### src/rtl/uart_tx_pkg.sv
// Shared types and line levels for the UART transmit frame path.
// Optional build macro consumed by uart_tx_frame: UART_TX_TWO_STOP_EN.
package uart_tx_pkg;

   localparam int unsigned CNT_W = 4;

   localparam logic START_BIT = 1'b0;
   localparam logic STOP_BIT  = 1'b1;
   localparam logic IDLE_LVL  = 1'b1;
   localparam logic PAR_EVEN  = 1'b0;
   localparam logic PAR_ODD   = 1'b1;

   typedef enum logic [2:0] {
      IDLE   = 3'd0,
      START  = 3'd1,
      DATA   = 3'd2,
      PARITY = 3'd3,
      STOP   = 3'd4,
      STOP2  = 3'd5
   } state_e;

   // Turns the XOR-reduction of the payload into the transmitted parity bit.
   function automatic logic par_sel(input logic red_xor, input logic typ);
      return (typ == PAR_EVEN) ? red_xor : ~red_xor;
   endfunction

endpackage

### src/rtl/uart_tx_serializer.sv
// Payload shift register and bit counter for the UART transmitter.
// Current bit is slot 0; slot 1 is the bit shown after the next shift.
module uart_tx_serializer
   import uart_tx_pkg::*;
#(
   parameter int unsigned DATA_WIDTH = 8
)
(
   input  logic                  i_clk,
   input  logic                  i_rst_n,
   input  logic                  i_load,
   input  logic                  i_shift,
   input  logic [DATA_WIDTH-1:0] i_data,
   output logic                  o_bit,
   output logic                  o_bit_nxt,
   output logic                  o_done_c
);

   logic [DATA_WIDTH-1:0] r_shreg;
   logic [CNT_W-1:0]      r_cnt;

   always_ff @(posedge i_clk or negedge i_rst_n) begin
      if (!i_rst_n) begin
         r_shreg <= '0;
         r_cnt   <= '0;
      end else if (i_load) begin
         r_shreg <= i_data;
         r_cnt   <= '0;
      end else if (i_shift) begin
         r_shreg <= {1'b0, r_shreg[DATA_WIDTH-1:1]};
         r_cnt   <= r_cnt + CNT_W'(1);
      end
   end

   assign o_bit     = r_shreg[0];
   assign o_bit_nxt = r_shreg[1];
   // Counter holds the index of the data bit currently on the line.
   assign o_done_c  = (r_cnt == CNT_W'(DATA_WIDTH - 1));

endmodule

### src/rtl/uart_tx_frame.sv
// UART transmitter: start + LSB-first data + optional parity + stop, one bit per CLK.
// Define UART_TX_TWO_STOP_EN for two stop bits (back-to-back accept only in the second).
module uart_tx_frame
   import uart_tx_pkg::*;
#(
   parameter int unsigned DATA_WIDTH = 8
)
(
   input  logic                  CLK,
   input  logic                  RST,
   input  logic [DATA_WIDTH-1:0] P_DATA,
   input  logic                  Data_Valid,
   input  logic                  PAR_EN,
   input  logic                  PAR_TYP,
   output logic                  TX_OUT,
   output logic                  Busy
);

`ifdef UART_TX_TWO_STOP_EN
   localparam state_e LAST_STOP = STOP2;
`else
   localparam state_e LAST_STOP = STOP;
`endif

   state_e r_state;
   state_e w_state_nxt;
   logic   r_tx;
   logic   r_busy;
   logic   r_par_en;
   logic   r_par_bit;
   logic   w_tx_nxt;
   logic   w_busy_nxt;
   logic   w_load;
   logic   w_shift;
   logic   w_accept_c;
   logic   w_bit;
   logic   w_bit_nxt;
   logic   w_done_c;

   uart_tx_serializer #(
      .DATA_WIDTH (DATA_WIDTH)
   ) u_ser (
      .i_clk     (CLK),
      .i_rst_n   (RST),
      .i_load    (w_load),
      .i_shift   (w_shift),
      .i_data    (P_DATA),
      .o_bit     (w_bit),
      .o_bit_nxt (w_bit_nxt),
      .o_done_c  (w_done_c)
   );

   // State, line level and per-frame parity settings.
   always_ff @(posedge CLK or negedge RST) begin
      if (!RST) begin
         r_state   <= IDLE;
         r_tx      <= IDLE_LVL;
         r_busy    <= 1'b0;
         r_par_en  <= 1'b0;
         r_par_bit <= 1'b0;
      end else begin
         r_state <= w_state_nxt;
         r_tx    <= w_tx_nxt;
         r_busy  <= w_busy_nxt;
         if (w_load) begin
            r_par_en  <= PAR_EN;
            r_par_bit <= par_sel(^P_DATA, PAR_TYP);
         end
      end
   end

   // Line level is computed for the state being entered so TX_OUT stays registered.
   always_comb begin
      w_state_nxt = r_state;
      w_tx_nxt    = IDLE_LVL;
      w_load      = 1'b0;
      w_shift     = 1'b0;
      w_accept_c  = Data_Valid && ((r_state == IDLE) || (r_state == LAST_STOP));

      case (r_state)
         IDLE: begin
            w_state_nxt = IDLE;
         end
         START: begin
            w_state_nxt = DATA;
            w_tx_nxt    = w_bit;
         end
         DATA: begin
            if (!w_done_c) begin
               w_shift  = 1'b1;
               w_tx_nxt = w_bit_nxt;
            end else if (r_par_en) begin
               w_state_nxt = PARITY;
               w_tx_nxt    = r_par_bit;
            end else begin
               w_state_nxt = STOP;
               w_tx_nxt    = STOP_BIT;
            end
         end
         PARITY: begin
            w_state_nxt = STOP;
            w_tx_nxt    = STOP_BIT;
         end
         STOP: begin
`ifdef UART_TX_TWO_STOP_EN
            w_state_nxt = STOP2;
            w_tx_nxt    = STOP_BIT;
`else
            w_state_nxt = IDLE;
`endif
         end
         STOP2: begin
            w_state_nxt = IDLE;
         end
         default: begin
            w_state_nxt = IDLE;
         end
      endcase

      // A request in idle or the final stop starts the next frame with no idle bit.
      if (w_accept_c) begin
         w_state_nxt = START;
         w_load      = 1'b1;
         w_tx_nxt    = START_BIT;
      end

      w_busy_nxt = (w_state_nxt != IDLE);
   end

   assign TX_OUT = r_tx;
   assign Busy   = r_busy;

endmodule

### config.mk
export PLATFORM = sky130hd
export DESIGN_NAME = uart_tx_frame
export DESIGN_NICKNAME = d
export VERILOG_FILES = /design/src/rtl/uart_tx_pkg.sv /design/src/rtl/uart_tx_serializer.sv /design/src/rtl/uart_tx_frame.sv
export SDC_FILE = /design/constraint.sdc
export NUM_CORES = 1
export LEC_CHECK = 0
export CAP_MARGIN = 0
export CORE_ASPECT_RATIO = 0.8
export CORE_MARGIN = 5
export CORE_UTILIZATION = 52
export CTS_BUF_LIST = sky130_fd_sc_hd__clkbuf_8
export DETAILED_ROUTE_END_ITERATION = 10
export DONT_BUFFER_PORTS = 1
export PLACE_DENSITY = 0.77
export SLEW_MARGIN = 20
export SYNTH_ARGS = -nofsm -noshare
export SYNTH_HDL_FRONTEND = slang
export SYNTH_HIERARCHICAL = 1
export SYNTH_SLANG_ARGS = --single-unit
### constraint.sdc
create_clock -name CLK -period 3.25 [get_ports CLK]
set_input_delay 0.325 -clock CLK [delete_from_list [all_inputs] [get_ports CLK]]
set_output_delay 0.325 -clock CLK [all_outputs]
set_load 0.02 [all_outputs]
==> results of run 1 <==
-- power breakdown --
part | internal [W] | total (W) | switching [W]
Sequential | 0.000340 | 0.000424 | 0.0000837
Clock | 0.0000852 | 0.000161 | 0.0000760
Combinational | 0.000144 | 0.000308 | 0.000164
Total | 0.000570 | 0.000893 | 0.000324
-- flip-flops by register name, indices dropped and copies added (netlist names) --
signal / cells
r_par_en: 1
r_state: 3
u_ser/r_cnt: 4
u_ser/r_shreg: 8
r_par_bit: 1
Busy: 1
TX_OUT: 1
-- metrics by stage --
step                hold slack (ns)  cells  setup WS, ns  power, W
finish                        0.181    117          1.42  0.000893
CTS                           0.183    117          1.43  0.000897
floorplan                    0.0294     92          1.46  0.000673
global route                  0.194    117          1.33  0.000966
detailed placement           0.0298    112          1.45  0.000729
global placement             0.0298    112          1.47  0.000713
-- cell type report --
class / instances / area, µm² / area share [%]
Inverter: 4 / 15.0 / 1.48
Clock inverter: 1 / 5.00 / 0.494
Tap cell: 22 / 27.5 / 2.72
Timing Repair Buffer: 2 / 17.5 / 1.73
Sequential cell: 19 / 477 / 47.0
Multi-Input combinational cell: 66 / 430 / 42.5
Clock buffer: 3 / 41.3 / 4.07
-- layout by cell type (no fill, tap or decap), drive strengths merged --
cell type	netlist	layout
nand3b	1	1
nor2b	1	1
ha	1	1
clkbuf	0	3
xnor3	1	1
a2bb2oi	2	2
dfstp	1	1
o21a	1	1
xor2	2	2
nand3	1	1
o22ai	1	1
clkinv	0	1
o21ai	12	12
nor3	1	1
nand2b	2	2
a21oi	3	3
dfrtp	18	18
mux2	1	1
nand2	13	13
nor2	8	8
nand4	1	1
a21bo	1	1
xnor2	5	5
buf	3	1
dlygate4sd3	0	1
mux2i	8	8
inv	4	4
-- per-layer routing --
layer,up-vias,part of all wire [%],track usage (%)
met1,308,46,19.1
met3,5,6.2,3.23
met4,0,1.9,6.94
met5,-,0,0
li1,319,-,-
met2,29,46,22.1
-- worst register-to-register path: stages, from the launching register on --
cell	delay [ns]
dfrtp_1	0.42
ha_1	0.25
nand2_1	0.07
nor2_1	0.09
nor3_2	0.19
buf_4	0.25
nand4_1	0.13
mux2_1	0.32
-- cell usage after synthesis (2+ instances only) --
cell type   n  share of area, %
a21oi_1     3               1.6
a2bb2oi_1   2               1.9
dfrtp_1    18                48
inv_1       4               1.6
mux2i_1     8               8.5
nand2_1    13               5.2
nand2b_1    2               1.3
nor2_1      8               3.2
o21ai_0     6               3.2
o21ai_1     6               3.2
xnor2_1     5               4.7
xor2_1      2               1.9
-- path summary, 6_finish.rpt --
| path | end | cells past startpoint |
|---|---|---|
| max in group asynchronous | Busy$_DFF_PN0_ | 1 |
| min in group asynchronous | u_ser/r_shreg[2]$_DFFE_PN0P_ | 1 |
| worst max register to register | u_ser/r_cnt[3]$_DFFE_PN0P_ | 7 |
| worst min register to register | r_state[1]$_DFF_PN0_ | 1 |
| worst max-delay path | u_ser/r_cnt[3]$_DFFE_PN0P_ | 7 |
| worst min-delay path | u_ser/r_shreg[6]$_DFFE_PN0P_ | 2 |
-- timing repair --
item / 4_1_cts / 5_1_grt
hold buffers: 1 / 0
hold endpoints to repair: 19 / 0
gates resized for setup: 0 / 0
-- cells by family after synthesis --
family | synth area share (%)
AOI/OAI and AO/OA | 12.4
xor gates and xnor gates | 8.91
adders and majority gates | 1.33
buffers and inverters | 4.12
DFF | 50.7
muxes | 9.71
and+or+nand+nor | 12.9
==> results.md, run 1 <==
* Status: finished, final reports clean
* Core area at 1680 µm²
* I/O Pins at 15
* DRT Wirelength at 1650 µm
* Final Hold Vio Count at 0
* # DRC at 0
* WL per Instance at 14.1 µm
* Die Width at 57.6 µm
* Antenna cells at 0
* Vias per std cell at 5.65
* CP top delay family: simple AND/OR/NAND/NOR gates
* Syn Inst Count at 92
* Crit Path Category: reg -> reg
* Number of I/O port buffers at 0
* Later-pin clock latency in the skew report at 0.26 ns
* Fin crit period at 1.83 ns
* Row count at 13
* Mapped Area at 941 µm²
* Full die area at 2770 µm²
* Placed inst area at 957 µm²
* Clock transition at path regs at 0.07 ns
* Post-synthesis sequential area ratio at 50.7%
* # clock sinks at 19
* Pin count of the biggest net entering global routing at 23
* # setup viols final at 0
* VDD IR-drop max at 0.479 mV
* Worst Path Buf+Inv at 1
* CTS max path bufs at 2
* Ys Warns at 6
* Worst slew margin at 46.0%
* Antenna viol nets, final at 0
* CP required at 3.39 ns
* Slew Limit Fails at 0
* PwrDens at 881 nW/µm²
* Worst Max-Slew Pin Slew at 0.807 ns
* Initial antenna violation count at 0
* Final Cycle Share at 56.3%
* Skew final at 0.00754 ns
* CTS tree: yes
* CP max-delay cell: dfrtp_1
* Area growth syn-to-layout at 7.71%
* Number of post-CTS setup repair buffers at 0
* DRT Pass-1 Iters at 4
* EDFF count, synth at 0
* First-pass GRT wire length at 2830 µm
* P_leak at 0.452 nW
* Setup_tns at 0 ns
* Syn Area/Cell at 10.2 µm²
* Initial core utilization at 56.2%
* Vias in the first global route at 624
* Max Freq at 546 MHz
* Worst setup path startpoint: u_ser/r_cnt[0]$_DFFE_PN0P_
* Max stage delay on crit path at 0.42 ns
* Die Ht at 48.0 µm
* Overall Global Routing Usage at 14.2%
* Most used DFF post-synth: dfrtp_1
* Worst r2r src: u_ser/r_cnt[0]$_DFFE_PN0P_
* Crit path DAT at 1.97 ns
* MaxCap Viol Count at 0
* H-tree depth at 1
* Post-synth ARST share at 100%
* Seq cells post-synth at 19
* Nets at 110
* CP endpoint kind: flop
* Hold Crit Class: in -> reg
* Overflow left after global routing at 0
* DR iter-0 viols at 12
* Startpoint of the worst hold path: P_DATA[6]
* Root buf cell: clkbuf_8
* Syn nets at 106
* Distinct cells, synth at 27
* Cell Chain, Critical Path: ha_1 > nand2_1 > nor2_1 > nor3_2 > buf_4 > nand4_1 > mux2_1
* RSZ-0062 raised after global routing: false
* Fillcell total at 140
* Max Fanout on Critical Path at 13
* DP HPWL at 1250 µm
* Num CTS Buffers at 3
* R2r setup slk at 1.42 ns
* Routed vias at 661
* Util after Layout at 60.5%
* Final GP Congestion at 0.756
* Design area at 1010 µm²
* Share of layout cells above drive strength 1 at 8.42%
* Startpoint type of the worst setup path: flop
Power figures use the tool's default switching activity.
==> inputs of run 2 (changes only) <==
- clock period: 3.25 -> 1.88 ns (I/O delays scaled with it)
==> run 2 against run 1 <==
  * Clock power increased by 65%
  * Sequential cell count unchanged
  * Register-to-register slack got worse by 1.2 ns
  * Critical path type unchanged
  * Critical endpoint is now u_ser/r_shreg[0]$_DFFE_PN0P_
==> results.md, run 2 (synthesis gave the netlist of run 1 again) <==
* # DRC at 0 (unchanged)
* I/O Pins at 15 (unchanged)
* Share of layout cells above drive strength 1 at 8.33% (-0.088 points)
* Design area at 1020 µm² (+0.62%)
* Worst setup path startpoint: u_ser/r_cnt[0]$_DFFE_PN0P_
* Area growth syn-to-layout at 8.38%
* Fillcell total at 140 (unchanged)
* Sw frac at 35.2% (-0.97 points)
* CTS tree: yes
* Overflow left after global routing at 0 (unchanged)
* Reg power frac at 47.9% (+0.4 points)
* Worst Max-Slew Pin Slew at 0.791 ns (-0.0160 ns)
* Die Ht at 48.0 µm (unchanged)
* Largest regs: u_ser/r_shreg x8, u_ser/r_cnt x4, r_state x3
* CTS resizes at 0 (unchanged)
* CTS max path bufs at 2 (unchanged)
* Placed insts at 113 (+0.89%)
* Combinational share of power at 34.8% (+0.3 points)
* # clock sinks at 19 (unchanged)
* Max FFs per register at 8 (unchanged)
* Clk pwr share at 17.3% (-0.7 points)
* CP endpoint kind: flop
* Setup_tns at 0 ns (unchanged)
* DRT Wirelength at 1530 µm (-7.8%)
* Slew Limit Fails at 0 (unchanged)
* Row count at 13 (unchanged)
* Most frequent cells in the layout: dfrtp_1, nand2_1, nor2_1, mux2i_1
* Final Hold Vio Count at 0 (unchanged)
* DR iter-0 viols at 11 (-1)
* Layout Cells excl Fill at 118 (+0.85%)
* Initial antenna violation count at 0 (unchanged)
* Die Width at 57.6 µm (unchanged)
* P_leak at 0.459 nW (+1.4%)
* H-tree depth at 1 (unchanged)
* Final Hold Slack at 0.0561 ns (-0.125 ns)
* Largest register by flop count: u_ser/r_shreg
* Antenna viol nets, final at 0 (unchanged)
* Worst slew margin at 47.1% (+1.1 points)
* Core area at 1680 µm² (unchanged)
* Hold Crit Class: in -> reg
* PwrDens at 1500 nW/µm² (+70%)
* Final Total Pwr at 0.00153 W (+71%)
* Number of I/O port buffers at 0 (unchanged)
* Full die area at 2770 µm² (unchanged)
* Internal Power at 0.000990 W (+74%)
* R2r setup slk at 0.20 ns (-1.22 ns)
* Reg2reg path depth at 7 (unchanged)
* Worst r2r src: u_ser/r_cnt[0]$_DFFE_PN0P_
* Placed inst area at 965 µm² (+0.78%)
* Pin count of the biggest net entering global routing at 20 (-13%)
* DRT Pass-1 Iters at 4 (unchanged)
* Final Cycle Share at 89.3% (+33 points)
* Final GP Congestion at 0.775 (+2.5%)
* Startpoint type of the worst setup path: flop
* VDD IR-drop max at 0.780 mV (+63%)
* Nets at 111 (+0.91%)
* Routed vias at 615 (-7.0%)
* Max Fanout on Critical Path at 12 (-1)
* Initial core utilization at 56.2% (unchanged)
* RSZ-0062 raised after global routing: false
* # setup viols final at 0 (unchanged)
* Worst setup endpoint: u_ser/r_shreg[0]$_DFFE_PN0P_
* WL per Instance at 12.9 µm (-8.6%)
* FF-to-FF End: u_ser/r_shreg[0]$_DFFE_PN0P_
* Later-pin clock latency in the skew report at 0.25 ns (about the same)
* Crit path DAT at 1.81 ns (-0.16 ns)
* Crit Path Category: reg -> reg
* First-pass GRT wire length at 2750 µm (-2.9%)
* Vias in the first global route at 622 (-0.32%)
* DP HPWL at 1150 µm (-8.4%)
* Num CTS Buffers at 3 (unchanged)
* Status: finished, final reports clean
* Vias per std cell at 5.21 (-7.7%)
* Clock transition at path regs at 0.06 ns (about the same)
* MaxCap Viol Count at 0 (unchanged)
* NetSw at 0.000539 W (+66%)
* Skew final at 0.00125 ns (-0.00629 ns)
* Root buf cell: clkbuf_8
* Max Freq at 596 MHz (+9.1%)
* CP required at 2.01 ns (-1.38 ns)
* Fin crit period at 1.68 ns (-0.152 ns)
* Overall Global Routing Usage at 13.5% (-0.64 points)
* Antenna cells at 0 (unchanged)
* Commonest non-fill, non-tap cell in the layout: dfrtp_1
## run 2: cell types whose count changed in the layout (fill, tap and decap cells not counted), sizes merged
cell and change:
inv +1, buf +1, clkinv -1
## run 2: power by group through the flow
stage	clock, W	sequential, W	combinational, W
final	0.000265	0.000732	0.000532
after global routing	0.000297	0.000754	0.000613
after CTS	0.000274	0.000732	0.000533
after detailed placement	0	0.000739	0.000521
after global placement	0	0.000732	0.000511
after floorplan	0	0.000700	0.000462
## run 2: per-layer routing
layer  GRT usage [%]  vias to the layer above  wire length [µm]
met5               0                        -                 0
met4            2.78                        0                 0
met3            5.39                        0                94
met2            20.9                       17               692
met1            18.3                      279               738
li1                -                      319                 -
## run 2: through the flow
step / utilization (%) / setup WS (ns)
final: 60.9 / 0.202
after global routing: 60.9 / 0.0881
after global placement: 57.6 / 0.282
after floorplan: - / 0.0900
after detailed placement: 57.6 / 0.212
after CTS: 60.9 / 0.197
## run 2: worst min path at each step
| stage | startpoint | endpoint | slack [ns] | cells past startpoint |
|---|---|---|---|---|
| after global placement | RST | r_state[0]$_DFF_PN0_ | -0.11 | 0 |
| after CTS | P_DATA[6] | u_ser/r_shreg[6]$_DFFE_PN0P_ | 0.05 | 2 |
| after global routing | P_DATA[1] | u_ser/r_shreg[1]$_DFFE_PN0P_ | 0.06 | 2 |
| after detailed placement | RST | r_par_bit$_DFFE_PN0N_ | -0.11 | 0 |
| final | P_DATA[6] | u_ser/r_shreg[6]$_DFFE_PN0P_ | 0.06 | 2 |
| after floorplan | RST | Busy$_DFF_PN0_ | -0.11 | 0 |
## run 2: timing repair
item	4_1_cts	5_1_grt
hold buffers	1	0
setup buffers	0	0
endpoints found under the hold margin	19	0
## run 2: critical path, cell delays in order (launching register included)
cell,delay (ns)
dfrtp_1,0.41
ha_1,0.24
nand2_1,0.07
nor2_1,0.08
nor3_2,0.22
buf_4,0.25
mux2i_1,0.20
o21ai_0,0.08
## run 2: area by class of cell
type / count / area [µm²] / area share [%]
clock inverters: 1 / 3.75 / 0.368
inverters: 4 / 15.0 / 1.47
well taps: 22 / 27.5 / 2.70
flip-flops and latches: 19 / 477 / 46.7
multi-input cells: 66 / 430 / 42.2
repair buffers: 3 / 25.0 / 2.45
clock buffers: 3 / 41.3 / 4.05
==> inputs of run 3 (changes only) <==
- CELL_PAD_IN_SITES_DETAIL_PLACEMENT: default -> 1
- CELL_PAD_IN_SITES_GLOBAL_PLACEMENT: default -> 1
- CORE_UTILIZATION: 52 -> 49
- PLACE_DENSITY: 0.77 -> 0.89
==> run 3 against run 2 <==
  * Final cell count up 1.7%
  * Clock-buffer cell count is the same
  * Global-route usage rose by 3.9 points
  * Critical path depth stayed put
  * Register-to-register slack worse by 0.14 ns
  * Fmax down 7.6%
  * Sequential power up 1%
  * Critical path type unchanged
  * Highest routed layer is now met4
==> results.md, run 3 (synthesis gave the netlist of run 1 again) <==
* # DRC at 0 (unchanged)
* Largest regs: u_ser/r_shreg x8, u_ser/r_cnt x4, r_state x3
* Num CTS Buffers at 3 (unchanged)
* Core area at 1860 µm² (+11%)
* Area growth syn-to-layout at 9.04%
* Pin count of the biggest net entering global routing at 20 (unchanged)
* Startpoint type of the worst setup path: flop
* Row count at 14 (+1)
* Final Hold Vio Count at 0 (unchanged)
* Overall Global Routing Usage at 17.5% (+3.9 points)
* Max Fanout on Critical Path at 12 (unchanged)
* Max Freq at 551 MHz (-7.6%)
* Initial core utilization at 50.7% (-5.5 points)
* Die Ht at 49.2 µm (+2.4%)
* Number of I/O port buffers at 0 (unchanged)
* Final Cycle Share at 96.6% (+7.3 points)
* First-pass GRT wire length at 3700 µm (+35%)
* Worst Max-Slew Pin Slew at 0.807 ns (+0.0158 ns)
* Fin crit period at 1.82 ns (+0.138 ns)
* I/O Pins at 15 (unchanged)
* Hold Crit Class: in -> reg
* Commonest non-fill, non-tap cell in the layout: dfrtp_1
* Setup_tns at 0 ns (unchanged)
* Root buf cell: clkbuf_8
* Overflow left after global routing at 0 (unchanged)
* Fillcell total at 228 (+63%)
* Routed vias at 654 (+6.3%)
* Die Width at 59.0 µm (+2.5%)
* Startpoint of the worst hold path: P_DATA[1]
* Reg2reg path depth at 7 (unchanged)
* DR iter-0 viols at 6 (-5)
* Worst hold endpoint: u_ser/r_shreg[1]$_DFFE_PN0P_
* Placed insts at 115 (+1.8%)
* Final GP Congestion at 0.783 (+1.0%)
* DRT Wirelength at 2170 µm (+42%)
* Later-pin clock latency in the skew report at 0.26 ns (about the same)
* Hold path cells at 2 (unchanged)
* Clock transition at path regs at 0.07 ns (about the same)
* Worst r2r src: u_ser/r_cnt[0]$_DFFE_PN0P_
* RSZ-0062 raised after global routing: false
* Final Total Pwr at 0.00160 W (+5.0%)
* FF-to-FF End: u_ser/r_shreg[5]$_DFFE_PN0P_
* WL per Instance at 18.1 µm (+40%)
* H-tree depth at 1 (unchanged)
* Vias per std cell at 5.45 (+4.6%)
* DP HPWL at 1560 µm (+36%)
* Skew final at 0.00366 ns (+0.00241 ns)
* Full die area at 2900 µm² (+4.9%)
* CTS tree: yes
* Crit path DAT at 1.95 ns (+0.14 ns)
* Vias in the first global route at 770 (+24%)
* Most frequent cells in the layout: dfrtp_1, nand2_1, nor2_1, mux2i_1
* DRT Pass-1 Iters at 4 (unchanged)
* Antenna viol nets, final at 0 (unchanged)
* Number of post-CTS setup repair buffers at 0 (unchanged)
* CP required at 2.01 ns (about the same)
* Initial antenna violation count at 0 (unchanged)
* P_leak at 0.460 nW (+0.21%)
* R2r setup slk at 0.06 ns (-0.14 ns)
* PwrDens at 1560 nW/µm² (+4.3%)
* # clock sinks at 19 (unchanged)
* Final Hold Slack at 0.0587 ns (+0.00257 ns)
* Slew Limit Fails at 0 (unchanged)
* # setup viols final at 0 (unchanged)
* Status: finished, final reports clean
* Max FFs per register at 8 (unchanged)
* Layout Cells excl Fill at 120 (+1.7%)
* Crit Path Category: reg -> reg
* Largest register by flop count: u_ser/r_shreg
* MaxCap Viol Count at 0 (unchanged)
* VDD IR-drop max at 1.13 mV (+45%)
* Share of layout cells above drive strength 1 at 8.33% (unchanged)
* Worst slew margin at 46.0% (-1.1 points)
* Antenna cells at 0 (unchanged)
* CP endpoint kind: flop
* CTS max path bufs at 2 (unchanged)
* Nets at 111 (unchanged)
run 3: layout make-up:
type                    instances  area (µm²)  share of cell area, %
well taps                      24        30.0                   2.93
clock inverters                 1        3.75                  0.366
clock buffers                   3        41.3                   4.02
multi-input cells              66         430                   42.0
flip-flops and latches         19         477                   46.5
repair buffers                  3        28.8                   2.80
inverters                       4        15.0                   1.46
run 3: worst max path at each step:
stage / endpoint / slack, ns / startpoint / cells past startpoint
after floorplan: u_ser/r_cnt[3]$_DFFE_PN0P_ / 0.09 / u_ser/r_cnt[0]$_DFFE_PN0P_ / 6
after global placement: u_ser/r_shreg[1]$_DFFE_PN0P_ / 0.28 / u_ser/r_cnt[0]$_DFFE_PN0P_ / 7
after detailed placement: u_ser/r_shreg[0]$_DFFE_PN0P_ / 0.14 / u_ser/r_cnt[0]$_DFFE_PN0P_ / 7
after CTS: u_ser/r_shreg[5]$_DFFE_PN0P_ / 0.07 / u_ser/r_cnt[0]$_DFFE_PN0P_ / 7
after global routing: u_ser/r_shreg[5]$_DFFE_PN0P_ / 0.02 / u_ser/r_cnt[0]$_DFFE_PN0P_ / 7
final: u_ser/r_shreg[5]$_DFFE_PN0P_ / 0.06 / u_ser/r_cnt[0]$_DFFE_PN0P_ / 7
run 3: what timing repair did:
item | in CTS | in global routing
resized for setup | 0 | 1
setup endpoints to repair | 0 | 1
hold buffers | 1 | 0
hold endpoints to repair | 19 | 0
run 3: metrics by stage:
| stage | utilization, % | cell area [µm²] | worst slack (ns) |
|---|---|---|---|
| finish | 55.3 | 1030 | 0.0637 |
| global route | 55.3 | 1030 | 0.0190 |
| CTS | 55.1 | 1020 | 0.0697 |
| detailed placement | 52.1 | 967 | 0.142 |
| global placement | 52.1 | 967 | 0.278 |
| floorplan | - | 941 | 0.0900 |
run 3: power by group:
part	switching (W)	leakage (nW)	total (W)	internal, W
Sequential	0.000153	0.239	0.000741	0.000588
Combinational	0.000316	0.194	0.000580	0.000264
Clock	0.000138	0.0269	0.000283	0.000145
Total	0.000607	0.460	0.00160	0.000997
run 3: metal layers:
| metal | GRT usage (%) | wire (µm) | vias up |
|---|---|---|---|
| li1 | - | - | 320 |
| met1 | 22.1 | 947 | 312 |
| met2 | 26.7 | 1050 | 14 |
| met3 | 2.65 | 84 | 8 |
| met4 | 12.5 | 85 | 0 |
| met5 | 0 | 0 | - |
run 3: critical path, cell delays in order, from the launching register on:
cell and delay (ns):
dfrtp_1 0.42, ha_1 0.25, nand2_1 0.07, nor2_1 0.10
nor3_2 0.27, buf_6 0.22, mux2i_1 0.25, o21ai_1 0.10
